[src/rtl/uart_tx.sv]
`timescale 1ns / 1ps
// Byte-wide UART transmitter: a 32-entry FIFO feeds an 8N1, LSB-first serialiser.
// Successive queued bytes are sent back-to-back, and CR/LF bytes raise eos_sent.
module uart_tx #(
  parameter int CLK_FREQ        = 50_000_000,
  parameter int BAUD_RATE       = 115200,
  parameter int TX_BUFFER_DEPTH = 32
) (
  input  logic       clk_50mhz,
  input  logic       rst,
  input  logic [7:0] tx_data,
  input  logic       tx_valid,
  output logic       tx_ready,
  output logic       tx_out,
  output logic       tx_busy,
  output logic       buffer_empty,
  output logic       buffer_full,
  output logic       eos_sent
);
  // state | meaning
  // IDLE  | line high, waiting for a queued byte
  // START | start bit (low) for one bit period
  // DATA  | eight data bits, LSB first
  // STOP  | stop bit (high); chains straight into START if more bytes are queued

  localparam int BAUD_DIV = CLK_FREQ / BAUD_RATE;
  localparam int CW       = (BAUD_DIV > 1) ? $clog2(BAUD_DIV) : 1;
  localparam int AW       = $clog2(TX_BUFFER_DEPTH);
  localparam logic [CW-1:0] BAUD_LAST = CW'(BAUD_DIV - 1);
  localparam logic [CW-1:0] BAUD_PRE  = CW'(BAUD_DIV - 2);
  localparam logic [CW-1:0] BAUD_ONE  = CW'(1);
  localparam logic [AW:0]   DEPTH_CNT = (AW + 1)'(TX_BUFFER_DEPTH);
  localparam logic [AW:0]   CNT_ONE   = (AW + 1)'(1);
  localparam logic [AW-1:0] PTR_ONE   = AW'(1);

  typedef enum logic [1:0] {IDLE, START, DATA, STOP} state_t;

  state_t        state;
  logic [7:0]    mem [TX_BUFFER_DEPTH];
  logic [AW-1:0] wr_ptr, rd_ptr;
  logic [AW:0]   count, count_next;
  logic [CW-1:0] baud_cnt;
  logic [2:0]    bit_idx;
  logic [7:0]    shift_reg, cur_byte;
  logic          push, pop, bit_end, is_eos;

  assign tx_ready = ~buffer_full;
  assign push     = tx_valid & ~buffer_full;
  assign bit_end  = (baud_cnt == BAUD_LAST);
  assign pop      = ~buffer_empty & ((state == IDLE) | ((state == STOP) & bit_end));
  assign is_eos   = (cur_byte == 8'h0D) | (cur_byte == 8'h0A);

  always_comb begin
    count_next = count;
    case ({push, pop})
      2'b10:   count_next = count + CNT_ONE;
      2'b01:   count_next = count - CNT_ONE;
      default: count_next = count;
    endcase
  end

  always_ff @(posedge clk_50mhz) begin
    if (push) mem[wr_ptr] <= tx_data;
  end

  always_ff @(posedge clk_50mhz) begin
    if (rst) begin
      wr_ptr       <= '0;
      rd_ptr       <= '0;
      count        <= '0;
      buffer_empty <= 1'b1;
      buffer_full  <= 1'b0;
    end else begin
      if (push) wr_ptr <= wr_ptr + PTR_ONE;
      if (pop)  rd_ptr <= rd_ptr + PTR_ONE;
      count        <= count_next;
      buffer_empty <= (count_next == '0);
      buffer_full  <= (count_next == DEPTH_CNT);
    end
  end

  always_ff @(posedge clk_50mhz) begin
    if (rst) begin
      state     <= IDLE;
      baud_cnt  <= '0;
      bit_idx   <= '0;
      shift_reg <= '0;
      cur_byte  <= '0;
      tx_out    <= 1'b1;
      tx_busy   <= 1'b0;
      eos_sent  <= 1'b0;
    end else begin
      // Registered pulse lands on the final stop-bit cycle, so set it one cycle early.
      eos_sent <= (state == STOP) && (baud_cnt == BAUD_PRE) && is_eos;
      case (state)
        IDLE: begin
          baud_cnt <= '0;
          if (pop) begin
            shift_reg <= mem[rd_ptr];
            cur_byte  <= mem[rd_ptr];
            tx_out    <= 1'b0;
            tx_busy   <= 1'b1;
            state     <= START;
          end else begin
            tx_out <= 1'b1;
          end
        end
        START: begin
          if (bit_end) begin
            baud_cnt <= '0;
            bit_idx  <= '0;
            tx_out   <= shift_reg[0];
            state    <= DATA;
          end else begin
            baud_cnt <= baud_cnt + BAUD_ONE;
          end
        end
        DATA: begin
          if (bit_end) begin
            baud_cnt  <= '0;
            shift_reg <= {1'b0, shift_reg[7:1]};
            if (bit_idx == 3'd7) begin
              tx_out <= 1'b1;
              state  <= STOP;
            end else begin
              bit_idx <= bit_idx + 3'd1;
              tx_out  <= shift_reg[1];
            end
          end else begin
            baud_cnt <= baud_cnt + BAUD_ONE;
          end
        end
        STOP: begin
          if (bit_end) begin
            baud_cnt <= '0;
            if (pop) begin
              shift_reg <= mem[rd_ptr];
              cur_byte  <= mem[rd_ptr];
              tx_out    <= 1'b0;
              state     <= START;
            end else begin
              tx_out  <= 1'b1;
              tx_busy <= 1'b0;
              state   <= IDLE;
            end
          end else begin
            baud_cnt <= baud_cnt + BAUD_ONE;
          end
        end
        default: begin
          state   <= IDLE;
          tx_out  <= 1'b1;
          tx_busy <= 1'b0;
        end
      endcase
    end
  end

endmodule

[config.mk]
export PLATFORM = sky130hd
export DESIGN_NAME = uart_tx
export DESIGN_NICKNAME = d
export VERILOG_FILES = /design/src/rtl/uart_tx.sv
export SDC_FILE = /design/constraint.sdc
export NUM_CORES = 1
export LEC_CHECK = 0
export BUFFER_PORTS_ARGS = -buffer_cell sky130_fd_sc_hd__buf_4
export CAP_MARGIN = 30
export CORE_MARGIN = 5
export CORE_UTILIZATION = 37
export DETAILED_ROUTE_END_ITERATION = 10
export PLACE_DENSITY_LB_ADDON = 0.25
export REMOVE_ABC_BUFFERS = 1
export SLEW_MARGIN = 5
export SYNTH_ARGS = -nofsm -noshare
export SYNTH_HDL_FRONTEND = slang
export SYNTH_SLANG_ARGS = --single-unit
export TNS_END_PERCENT = 10
[constraint.sdc]
create_clock -name clk_50mhz -period 4.2 [get_ports clk_50mhz]
set_input_delay 0.42 -clock clk_50mhz [delete_from_list [all_inputs] [get_ports clk_50mhz]]
set_output_delay 0.42 -clock clk_50mhz [all_outputs]
set_load 0.05 [all_outputs]
Word-level counts from Yosys, hierarchy flattened
Memory sizes are Yosys's and may differ from the RTL's. A register that Yosys moved wholly into a read port is not among the register bits.
Index checks and enable logic that the tools add are counted.

word-level totals
  flip-flop bits (word level) = 51
  memory bits (writable) = 256
  logic and storage cells = 94
  memories = 1

memories
  name  depth  width  read ports  clocked after memory_dff  write ports  RTL line  RTL
  mem   32     8      1           1                         1            39        logic [7:0] mem [TX_BUFFER_DEPTH];

operators by class
  add/sub/neg operators = 6
  equal/unequal tests = 18
  multiplexer cells = 35
  bitwise logic cells = 7
  reduce and logical (&&, ||, !) cells = 14

operator list
  operator             number
  $mux 8               5
  $pmux 8 s3           1
  $eq 9x9->1 const B   2
  $pmux 9 s2           1
  $eq 8x4->1 const B   2
  $pmux 8 s2           1
  $ne 2x2->1 const B   7
  $pmux 6 s2           1
  $mux 1               11
  $add 5x1->5 const B  2
  $mux 2               5
  $mux 5               2
  $add 9x1->9 const B  1
  $mux 3               3
  $mux 9               1
  $pmux 2 s4           1
  $reduce_and 4->1     2
  $add 6x1->6 const B  1
  $eq 2x2->1 const B   3
  $eq 6x6->1 const B   1
  $logic_not 6->1      1
  $pmux 3 s2           1
  $reduce_and 3->1     2
  $sub 6x1->6 const B  1
  other kinds (15)     22

Depth between registers and ports, before layout
  depth after elaboration = 7
  depth in mapped cells = 14
  depth with buffers taken out = 13

Least setup slack after synthesis
No wires, ideal clock.

  path type = reg2reg
  start = register state[0]
  end = register buffer_empty
  library setup time = 101 ps
  arrival time = 3,012 ps
  data required time = 4,099 ps
  path slack = 1,087 ps
  stages on the path, launching flop included = 15
  path buffers = 1
  clock period less this slack = 3,113 ps
  path through = dfxtp_1 inv_1 ha_1 a41oi_1 or2_2 inv_1 ha_1 buf_2 xor2_1 ha_1 nor2b_1 o32a_1 a31oi_1 xor2_1 o41ai_1

between the ends
  word-level cells in the longest chain between the ends = 7

ends and longest elaborated chain
  item                                             RTL line  RTL
  start: declaration                               38        state_t state;
  start signal: assignment                         84        state <= IDLE;
  start signal: assignment                         103       state <= START;
  start signal: assignment                         113       state <= DATA;
  $eq 2x2->1                                       50        assign pop = ~buffer_empty & ((state == IDLE) | ((state == STOP) & bit_end));
  $and 1x1->1                                      50
  $or 1x1->1 *                                     50
  $and 1x1->1 *                                    50
  $eq 2x1->1 / $eq 2x2->1 (equally long branches)  55        case ({push, pop})
  $pmux 6 s2 *                                     55
  $logic_not 6->1 *                                77        buffer_empty <= (count_next == '0);
  end signal: assignment                           77
  end: declaration                                 16        output logic buffer_empty,

Every way passes the cells marked *; elsewhere a longest branch is shown, timed or not.
A chain may end at the register's enable or synchronous reset.

Worst setup path in the final report
Same ends and word-level chain as after synthesis.

==> flow_metrics.tcl <==
set metrics [dict create \
    status "completed" \
    cts_buffer_depth 3 \
    core_um2 34290 \
    grtUsageTotal_pct 13.32 \
    grt-ovfl-total 0 \
    synthToLayoutAreaGrowth_pct 12.49 \
    cp_slowest_cell "dfxtp_1" \
    crit_type "flip-flop to flip-flop" \
    vias 6424 \
    ys_seq_area_share_pct 68.95 \
    cts_buffers 34 \
    min_period_over_period_pct 87.78 \
    worstPathMaxFanout 10 \
    start_util_pct 37.26 \
    row_count 68 \
    synth_seq_cells 312 \
    first_iter_violations 339 \
    required_ns 4.58 \
    grt_start_max_net_pins 65 \
    place_area_um2 13340 \
    synth_edf_count 256 \
    synthFlopType "edfxtp_1" \
    nFillCells 3097 \
    synth_area_per_cell_um2 17.03 \
    maxCapViolations 0 \
    cts_hold_buf 0 \
    p_leak_nw 4.537 \
    design_area_um2 14370 \
    clock_sinks 312 \
    ys_warn_count 0 \
    htree_num_levels 2 \
    regMostFlops "mem" \
    die_h_um 195.8 \
    syn_area_um2 12780 \
    crit_chain "ha_1 -> a41oi_1 -> or2_2 -> inv_1 -> ha_1 -> xor2_1 -> ha_1 -> nor2b_1 -> o32a_1 -> a31oi_1 -> xor2_1 -> o41ai_1" \
    hold_class "input pin to flip-flop" \
    routabilityCongestion 0.8033 \
    cts_tree "done" \
    min_period_ns 3.687 \
    drt-pass1-iter-count 5 \
    drv_slew 0 \
    crit_top_cell "ha_1" \
    wire_per_inst_um 20.37 \
    vias_per_cell 5.119 \
    nets 804 \
    die-area_um2 38350 \
    cts_resized 0 \
    tightest_slew_ns 0.9291 \
    synth_cell_type_count 59 \
    remaining_drc_errors 0 \
    antenna_found_initial 0 \
    cp-end-kind "flip-flop" \
    drive_gt1_share_pct 20.63 \
    worstPathArrival_ns 4.07 \
    grt_pass1_wl_mm 39.64 \
    numPortBuffers 16 \
    hold_violations 0 \
    power_w 0.008004 \
    synth-async-reset-ratio_pct 0 \
    clock_skew_ns 0.02399 \
    clk_pin_slew_ns 0.06 \
    whs_ns 0.2994 \
    grt_pass1_vias 6537 \
    dp_hpwl_mm 15.77 \
    setup_tns_ns 0 \
    ioPinCount 17 \
    fmax_ghz 0.2712 \
    top_regs "mem (256), baud_cnt (9)" \
    routed_wl_mm 25.56 \
    max_stage_delay_ns 0.43 \
    synthCells 750 \
    power_density_nw_per_um2 556.9 \
    fp.dieW_um 195.8 \
    cts-root-buf "clkbuf_16" \
    slew_headroom_pct 37.83 \
    critPathLaunchType "flip-flop" \
    finalSetupViolCount 0 \
    final_util_pct 41.91 \
    postCtsSetupBuffers 0 \
    antenna_left 0 \
    ir_drop_v 0.0002887 \
    clkLatencyLatePin_ns 0.52 \
    n_antenna_cell 0 \
    grt_setup_unrepaired "false" \
    largest_register_ffs 256 \
]
## through the flow
step,std cells,worst slack (ns)
floorplan,711,0.05552
global placement,1192,0.6831
detailed placement,1193,0.5286
CTS,1255,0.4900
global route,1255,0.1334
finish,1255,0.5133
## metal layers
layer / wire [µm] / vias up / share of wire, % / global-route usage (%)
met5: 0 / - / 0 / 0
met1: 11620 / 3280 / 45 / 18.68
met2: 12340 / 102 / 48 / 21.86
li1: - / 3003 / - / -
met4: 525 / 0 / 2.1 / 3.595
met3: 1073 / 39 / 4.2 / 2.009
## cell usage after synthesis (13+ instances only)
library cell    n  area [µm²]
mux2_2         15       168.9
nand3_1        21       105.1
clkbuf_1       13       48.80
buf_2          13       65.06
mux2i_1        29       290.3
nor2_1         72       270.3
nand2_1        27       101.4
dfxtp_1        56        1121
inv_1          14       52.55
ha_1           19       237.7
mux4_2         58        1306
edfxtp_1      256        7687
## critical path: cells and delay by family (launching register included)
family / cells / cell delay [ns]
DFF: 1 / 0.43
xor gates and xnor gates: 2 / 0.26
and+or+nand+nor: 2 / 0.53
AOI/OAI and AO/OA: 4 / 1.18
buffers and inverters: 1 / 0.16
adders and majority gates: 3 / 1.02
## power breakdown
part           internal [W]  total [W]  switching (W)
Combinational      0.000709    0.00155       0.000837
Clock               0.00156    0.00274        0.00118
Sequential          0.00352    0.00372       0.000197
## logic make-up after synthesis
kind of cell	synth area share (%)
xor gates and xnor gates	1.371
adders and majority gates	1.861
muxes	15.05
buffers and inverters	2.164
and+or+nand+nor	6.640
DFF	68.95
AOI/OAI and AO/OA	3.966
## final cells by class
cell class / count / area [µm²] / share of cell area [%]
multi-input combinational: 385 / 3691 / 25.68
tap: 455 / 569.3 / 3.961
timing repair buffer: 27 / 215.2 / 1.497
clock buffer: 44 / 919.6 / 6.399
inverter: 14 / 52.55 / 0.3657
clock inverter: 18 / 108.9 / 0.7574
sequential: 312 / 8815 / 61.34
## cell usage in the layout (no fill, tap or decap), drive strengths merged, types with 8 or more instances in the layout
cell type  instances
edfxtp           256
nor2              72
mux4              64
dfxtp             56
clkbuf            44
mux2i             29
nand2             27
buf               27
nand3             21
ha                19
clkinv            17
mux2              15
inv               14
xor2              10
xnor2             10
nor2b              9
a21oi              9
o22ai              8
a22o               8
nor3b              8
a31o               8
## worst paths after layout
check                             end  slack (ns)  cells after the start                     start
max           buffer_empty$_SDFF_PP1_        0.51                     12     state[0]$_SDFFE_PP0P_
min            wr_ptr[3]$_SDFFE_PP0P_        0.30                      2                       rst
min reg2reg  cur_byte[3]$_SDFFE_PP0P_        0.48                      1  cur_byte[3]$_SDFFE_PP0P_
max reg2reg   buffer_empty$_SDFF_PP1_        0.51                     12     state[0]$_SDFFE_PP0P_
Power figures use the tool's default switching activity.
